--- config.mk ---
export PLATFORM = sky130hd
export DESIGN_NAME = gol_sequencer
export DESIGN_NICKNAME = d
export VERILOG_FILES = /design/src/rtl/gol_pkg.sv /design/src/rtl/gol_row_next.sv /design/src/rtl/gol_sequencer.sv
export SDC_FILE = /design/constraint.sdc
export NUM_CORES = 1
export LEC_CHECK = 0
export ABC_AREA = 1
export CAP_MARGIN = 5
export CORE_ASPECT_RATIO = 1.2
export CORE_MARGIN = 5
export CORE_UTILIZATION = 32
export DETAILED_ROUTE_END_ITERATION = 16
export MAX_ROUTING_LAYER = met4
export PLACE_DENSITY = 0.64
export SLEW_MARGIN = 20
export SYNTH_ARGS = -nofsm -noshare
export SYNTH_HDL_FRONTEND = slang
export SYNTH_HIERARCHICAL = 1
export SYNTH_SLANG_ARGS = --single-unit
--- constraint.sdc ---
create_clock -name ph1 -period 7.6 [get_ports ph1]
set_clock_uncertainty 0.2 [all_clocks]
set_input_delay 1.52 -clock ph1 [delete_from_list [all_inputs] [get_ports ph1]]
set_output_delay 1.52 -clock ph1 [all_outputs]
set_load 0.02 [all_outputs]
--- src/rtl/gol_pkg.sv ---
// Shared types and rule constants for the Game-of-Life sequencer.
// Latency: n/a (declarations only).
// Backpressure: n/a.
package gol_pkg;

  // Sequencer states: idle, host load, per-row compute, row write-back,
  // last-row write-back, host dump.
  typedef enum logic [2:0] {
    S_IDLE = 3'd0,
    S_LOAD = 3'd1,
    S_COMP = 3'd2,
    S_WRB  = 3'd3,
    S_WRL  = 3'd4,
    S_DUMP = 3'd5
  } gol_seq_state_t;

  // Conway rules: a dead cell with 3 live neighbours is born,
  // a live cell with 2 or 3 live neighbours survives.
  localparam logic [3:0] BIRTH_CNT  = 4'd3;
  localparam logic [3:0] SURVIVE_LO = 4'd2;
  localparam logic [3:0] SURVIVE_HI = 4'd3;

endpackage

--- src/rtl/gol_row_next.sv ---
// Next-generation value of one board row from that row and its two vertical neighbours.
// Latency: combinational.
// Backpressure: none.
// Ports: above/cur/below = rows r-1, r, r+1 (WIDTH bits); nxt = row r of the next generation.
// Config: GOL_TORUS_EN makes columns 0 and WIDTH-1 neighbours; otherwise off-board cells are dead.
import gol_pkg::*;

module gol_row_next #(
  parameter int WIDTH = 8
) (
  input  logic [WIDTH-1:0] above,
  input  logic [WIDTH-1:0] cur,
  input  logic [WIDTH-1:0] below,
  output logic [WIDTH-1:0] nxt
);

  // Rows padded by one cell at each end: cell i lives at index i+1.
  logic [WIDTH+1:0] ea, ec, eb;

`ifdef GOL_TORUS_EN
  assign ea = {above[0], above, above[WIDTH-1]};
  assign ec = {cur[0],   cur,   cur[WIDTH-1]};
  assign eb = {below[0], below, below[WIDTH-1]};
`else
  assign ea = {1'b0, above, 1'b0};
  assign ec = {1'b0, cur,   1'b0};
  assign eb = {1'b0, below, 1'b0};
`endif

  logic [3:0] cnt;

  always_comb begin
    nxt = '0;
    cnt = '0;
    for (int i = 0; i < WIDTH; i++) begin
      cnt = {3'b000, ea[i]} + {3'b000, ea[i+1]} + {3'b000, ea[i+2]}
          + {3'b000, ec[i]}                     + {3'b000, ec[i+2]}
          + {3'b000, eb[i]} + {3'b000, eb[i+1]} + {3'b000, eb[i+2]};
      nxt[i] = (cnt == BIRTH_CNT) ||
               (cur[i] && ((cnt == SURVIVE_LO) || (cnt == SURVIVE_HI)));
    end
  end

endmodule

--- src/rtl/gol_sequencer.sv ---
// Loads, advances in place, and dumps a Game-of-Life board held in an external row register file.
// Latency: one row per handshake for load/dump; exactly 2N cycles per generation when stepping.
// Backpressure: load stalls on load_valid=0, dump stalls on dump_ready=0; commands only taken in IDLE.
// Ports: ph1 clock, reset (sync, active-high); load_start/step_start/dump_start commands with gen_cnt;
//   load_valid/load_ready/load_data and dump_valid/dump_ready/dump_data host streams; busy/done status;
//   ra/wd/regwrite drive the register file, row_a/row/row_b are its reads of rows ra-1, ra, ra+1.
// Config: GOL_TORUS_EN selects a toroidal board; default is a dead border.
import gol_pkg::*;

module gol_sequencer #(
  parameter int WIDTH   = 8,
  parameter int REGBITS = 3,
  parameter int GENBITS = 8
) (
  input  logic               ph1,
  input  logic               reset,
  input  logic               load_start,
  input  logic               step_start,
  input  logic               dump_start,
  input  logic [GENBITS-1:0] gen_cnt,
  input  logic               load_valid,
  output logic               load_ready,
  input  logic [WIDTH-1:0]   load_data,
  output logic               dump_valid,
  input  logic               dump_ready,
  output logic [WIDTH-1:0]   dump_data,
  output logic               busy,
  output logic               done,
  output logic [REGBITS-1:0] ra,
  output logic [WIDTH-1:0]   wd,
  output logic               regwrite,
  input  logic [WIDTH-1:0]   row_a,
  input  logic [WIDTH-1:0]   row,
  input  logic [WIDTH-1:0]   row_b
);

  localparam logic [REGBITS-1:0] KLAST = '1;  // row N-1
  localparam logic [REGBITS-1:0] KONE  = REGBITS'(1);

  gol_seq_state_t     state, state_nx;
  logic [REGBITS-1:0] k, k_nx;
  logic [GENBITS-1:0] gen_left, gen_left_nx;
  logic [WIDTH-1:0]   buf_old, buf_new;
  logic [WIDTH-1:0]   nbr_a, nbr_b, nxt;
  logic               done_q, done_nx;

  // Vertical neighbours fed to the row rule. Row N-1's lower neighbour is
  // row 0, which has already been overwritten by the time k reaches N-1,
  // so the torus build keeps a copy of the old row 0.
`ifdef GOL_TORUS_EN
  logic [WIDTH-1:0] row0_save;

  always_ff @(posedge ph1) begin
    if (reset)
      row0_save <= '0;
    else if (state == S_COMP && k == '0)
      row0_save <= row;
  end

  assign nbr_a = row_a;
  assign nbr_b = (k == KLAST) ? row0_save : row_b;
`else
  assign nbr_a = (k == '0)    ? '0 : row_a;
  assign nbr_b = (k == KLAST) ? '0 : row_b;
`endif

  gol_row_next #(.WIDTH(WIDTH)) u_row_next (
    .above (nbr_a),
    .cur   (row),
    .below (nbr_b),
    .nxt   (nxt)
  );

  always_ff @(posedge ph1) begin
    if (reset) begin
      state    <= S_IDLE;
      k        <= '0;
      gen_left <= '0;
      buf_old  <= '0;
      buf_new  <= '0;
      done_q   <= 1'b0;
    end else begin
      state    <= state_nx;
      k        <= k_nx;
      gen_left <= gen_left_nx;
      done_q   <= done_nx;
      if (state == S_COMP) begin
        buf_old <= buf_new;
        buf_new <= nxt;
      end
    end
  end

  assign busy = (state != S_IDLE);

  // Load, dump and zero-generation steps signal completion in the cycle
  // after they finish. A real step signals in its final WRL cycle so that
  // done lands exactly gen_cnt*2N cycles after step_start.
  assign done = done_q | ((state == S_WRL) && (gen_left == GENBITS'(1)));

  always_comb begin
    state_nx    = state;
    k_nx        = k;
    gen_left_nx = gen_left;
    done_nx     = 1'b0;
    load_ready  = 1'b0;
    dump_valid  = 1'b0;
    dump_data   = '0;
    ra          = '0;
    wd          = '0;
    regwrite    = 1'b0;

    case (state)
      S_IDLE: begin
        if (load_start) begin
          state_nx = S_LOAD;
          k_nx     = '0;
        end else if (step_start) begin
          k_nx = '0;
          if (gen_cnt == '0) begin
            done_nx = 1'b1;
          end else begin
            state_nx    = S_COMP;
            gen_left_nx = gen_cnt;
          end
        end else if (dump_start) begin
          state_nx = S_DUMP;
          k_nx     = '0;
        end
      end

      S_LOAD: begin
        load_ready = 1'b1;
        ra         = k;
        wd         = load_data;
        regwrite   = load_valid;
        if (load_valid) begin
          k_nx = k + KONE;
          if (k == KLAST) begin
            state_nx = S_IDLE;
            done_nx  = 1'b1;
          end
        end
      end

      // Row 0 has no write-back slot of its own; its result sits in the
      // buffer until the WRB that follows C1.
      S_COMP: begin
        ra = k;
        if (k == '0) begin
          k_nx = KONE;
        end else begin
          state_nx = S_WRB;
        end
      end

      S_WRB: begin
        ra       = k - KONE;
        wd       = buf_old;
        regwrite = 1'b1;
        if (k != KLAST) begin
          k_nx     = k + KONE;
          state_nx = S_COMP;
        end else begin
          state_nx = S_WRL;
        end
      end

      S_WRL: begin
        ra          = KLAST;
        wd          = buf_new;
        regwrite    = 1'b1;
        gen_left_nx = gen_left - GENBITS'(1);
        k_nx        = '0;
        state_nx    = (gen_left == GENBITS'(1)) ? S_IDLE : S_COMP;
      end

      S_DUMP: begin
        ra         = k;
        dump_valid = 1'b1;
        dump_data  = row;
        if (dump_ready) begin
          k_nx = k + KONE;
          if (k == KLAST) begin
            state_nx = S_IDLE;
            done_nx  = 1'b1;
          end
        end
      end

      default: state_nx = S_IDLE;
    endcase
  end

endmodule

==> flow_summary.ini <==
[status]
status = finished, final reports clean

[setup_path]
crit_chain = clkdlybuf4s50_1 > inv_1 > nor2_1 > inv_1 > fa_1 > fa_1 > fa_1 > inv_1 > ha_1 > fa_1 > nand2_1 > nand3_1 > a21oi_1 > o21ai_0 > a21oi_1
cp-start-kind = input port
crit_required_ns = 7.61
crit_top_cell = fa_1
cpMaxStageDelayCell = fa_1
reg2reg_from = k[0]
cp-end-kind = flip-flop
crit_path_max_incr_delay_ns = 0.53
crit_start = row_a[2]
critPathArrivalTime_ns = 5.01
path_max_fanout = 3
path_class = input port to flip-flop

[cts]
hold_buffers = 0
clk_latency_ns = 0.28
postCtsSetupBuffers = 0
h-tree-depth = 2
cts.sinks = 31
cts_tree = built
numCtsBuffers = 5
cts_resized = 0
cts_buffer_depth = 2
root_buffer = clkbuf_16
clk_pin_slew_ns = 0.06

[synth]
postSynthCellCount = 515
synthTopCellsByCount = 131 x inv_1, 86 x nand2_1, 63 x nor2_1, 38 x a21oi_1, 31 x dfxtp_1
synth_area_leaders = dfxtp_1 18%, fa_1 16%, inv_1 14%, ha_1 9.4%, nand2_1 9.3%
yosys.area.top_type = dfxtp_1
synth_edf_count = 0
syn_nets = 616
syn_avg_cell_area_sq_um = 6.74
yosysMostFrequentCell = inv_1
ys_seq_area_share_pct = 17.9
async_reset_ff_share_pct = 0
yosysUniqueCellTypes = 31
yosysTopAreaCellShare_pct = 17.9
synth_flop_cell = dfxtp_1
synth_warnings = 6
ys_ff_latch = 31
synth_area_sq_um = 3470

[layout]
diodes = 0
utilization_pct = 41.6
area_growth_pct = 26.8
fin_nets = 680
drive_above_1_share_pct = 5.69

[grt]
grt_pass1_wl_um = 16000
use_met1_pct = 17.3
grt_busiest_layer = met2
grt_remaining_overflow = 0
antenna_found_initial = 0
grt_pass1_vias = 3507
track_usage_pct = 15.1
met3_usage_pct = 2.59
met2_usage_pct = 27.1
grt_max_degree = 38

[floorplanning]
die-height_um = 124
die_w_um = 105
rows = 41
die_area_sq_um = 13000
ios = 71
start_util_pct = 32.8
core_sq_um = 10600

[drt]
routed_via_density = 4.69
detailedRoute.firstIterationViolations = 92
drc = 0
vias = 3326
drt-pass1-iter-count = 4
routed_wl_um = 8990
ant_nets = 0
wl_per_cell_um = 12.7

[run]
maxCapViolCount = 0

[sta]
slew_headroom_pct = 63.0
finalHoldViolCount = 0
max_freq_mhz = 200
period_needed_ns = 4.99
worst_pin_slew_ns = 0.554
grt_setup_unrepaired = false
finalMaxSlewViolations = 0
setup_tns_ns = 0
setup_viol = 0
fin_crit_sh_pct = 65.7

[placement]
gp_congestion = 0.901
dp_hpwl_um = 7180
io_buffers = 70

[worst_hold_path]
hold_path.startpoint = buf_old[6]
worstHoldPathType = flip-flop to flip-flop

[pwr]
pwr_density_cell_nw_per_um2 = 367
peakVddDrop_mv = 0.155
power_leakage_nw = 2.15
## layer usage
metal	share of wire (%)	wire, um
met4	1.6	143
met3	4.1	367
met2	51	4540
met1	44	3940
met5	0	0
## worst max-delay path: cells and delay by family
| family | cells | cell delay (ns) |
|---|---|---|
| compound gates | 3 | 0.35 |
| buf+inv | 4 | 0.63 |
| fa+ha+maj | 5 | 2.07 |
| simple gates | 3 | 0.43 |
## kinds of logic after synthesis
logic type / after synthesis / share of synthesized area (%)
adder cells (fa/ha/maj): 54 / 25.5
AO/OA/AOI/OAI: 74 / 11.6
flip-flops: 31 / 17.9
XOR/XNOR: 2 / 0.505
AND/OR/NAND/NOR: 204 / 27.0
buffers and inverters: 150 / 17.4
## final cells by class
cell class / count / area [sq um]
Timing Repair Buffer: 70 / 701
Clock inverter: 3 / 25.0
Sequential cell: 31 / 621
Clock buffer: 5 / 125
Multi-Input combinational cell: 334 / 2240
Fill cell: 1116 / 6170
Tap cell: 129 / 161
Inverter: 137 / 520
## cell usage in the layout (no fill, tap or decap), types with 2 or more instances in the layout
cell             synthesis  routed
inv_1                  131     131
nand2_1                 86      86
clkdlybuf4s50_1          0      70
nor2_1                  63      63
a21oi_1                 38      38
dfxtp_1                 31      31
nand3_1                 29      29
fa_1                    28      28
ha_1                    26      26
o21ai_0                 25      25
o221ai_1                 8       8
clkbuf_16                0       5
nor2_4                   4       4
nand4_1                  4       4
nor2_2                   4       4
nand3_2                  3       3
nand2_4                  3       3
nand2_2                  3       3
inv_4                    2       2
o21ai_1                  2       2
inv_2                    2       2
nand3_4                  2       2
clkinv_4                 0       2
nand3b_1                 2       2
## through the flow
| stage | power [W] | cell area (sq um) | setup WS, ns | hold slack (ns) | std cells |
|---|---|---|---|---|---|
| 2_1_floorplan | 0.00113 | 3470 | 3.01 | 0.229 | 515 |
| 3_3_place_gp | 0.00136 | 4250 | 2.32 | 0.244 | 701 |
| 3_5_place_dp | 0.00143 | 4250 | 2.32 | 0.252 | 701 |
| 4_1_cts | 0.00164 | 4400 | 2.61 | 0.261 | 709 |
| 5_1_grt | 0.00183 | 4400 | 2.42 | 0.281 | 709 |
| 6_report | 0.00162 | 4400 | 2.61 | 0.257 | 709 |
## flip-flops by register name, summed over array words and instances (netlist names)
register,count
buf_new,8
buf_old,8
gen_left,8
k,3
state,3
done_q,1
## path summary, 6_finish.rpt
kind / slack, ns / cells past startpoint / endpoint
setup / recovery: 2.61 / 15 / buf_new[2]
setup reg to reg: 3.29 / 17 / buf_new[2]
hold reg to reg: 0.26 / 2 / buf_old[6]
hold / removal: 0.26 / 2 / buf_old[6]
## power by group
part | switching [W] | total [W] | internal, W
clock network | 0.0000779 | 0.000200 | 0.000122
registers | 0.0000472 | 0.000266 | 0.000219
logic | 0.000678 | 0.00115 | 0.000472
total | 0.000803 | 0.00162 | 0.000813
No activity file was read; power rests on OpenSTA's default activity.
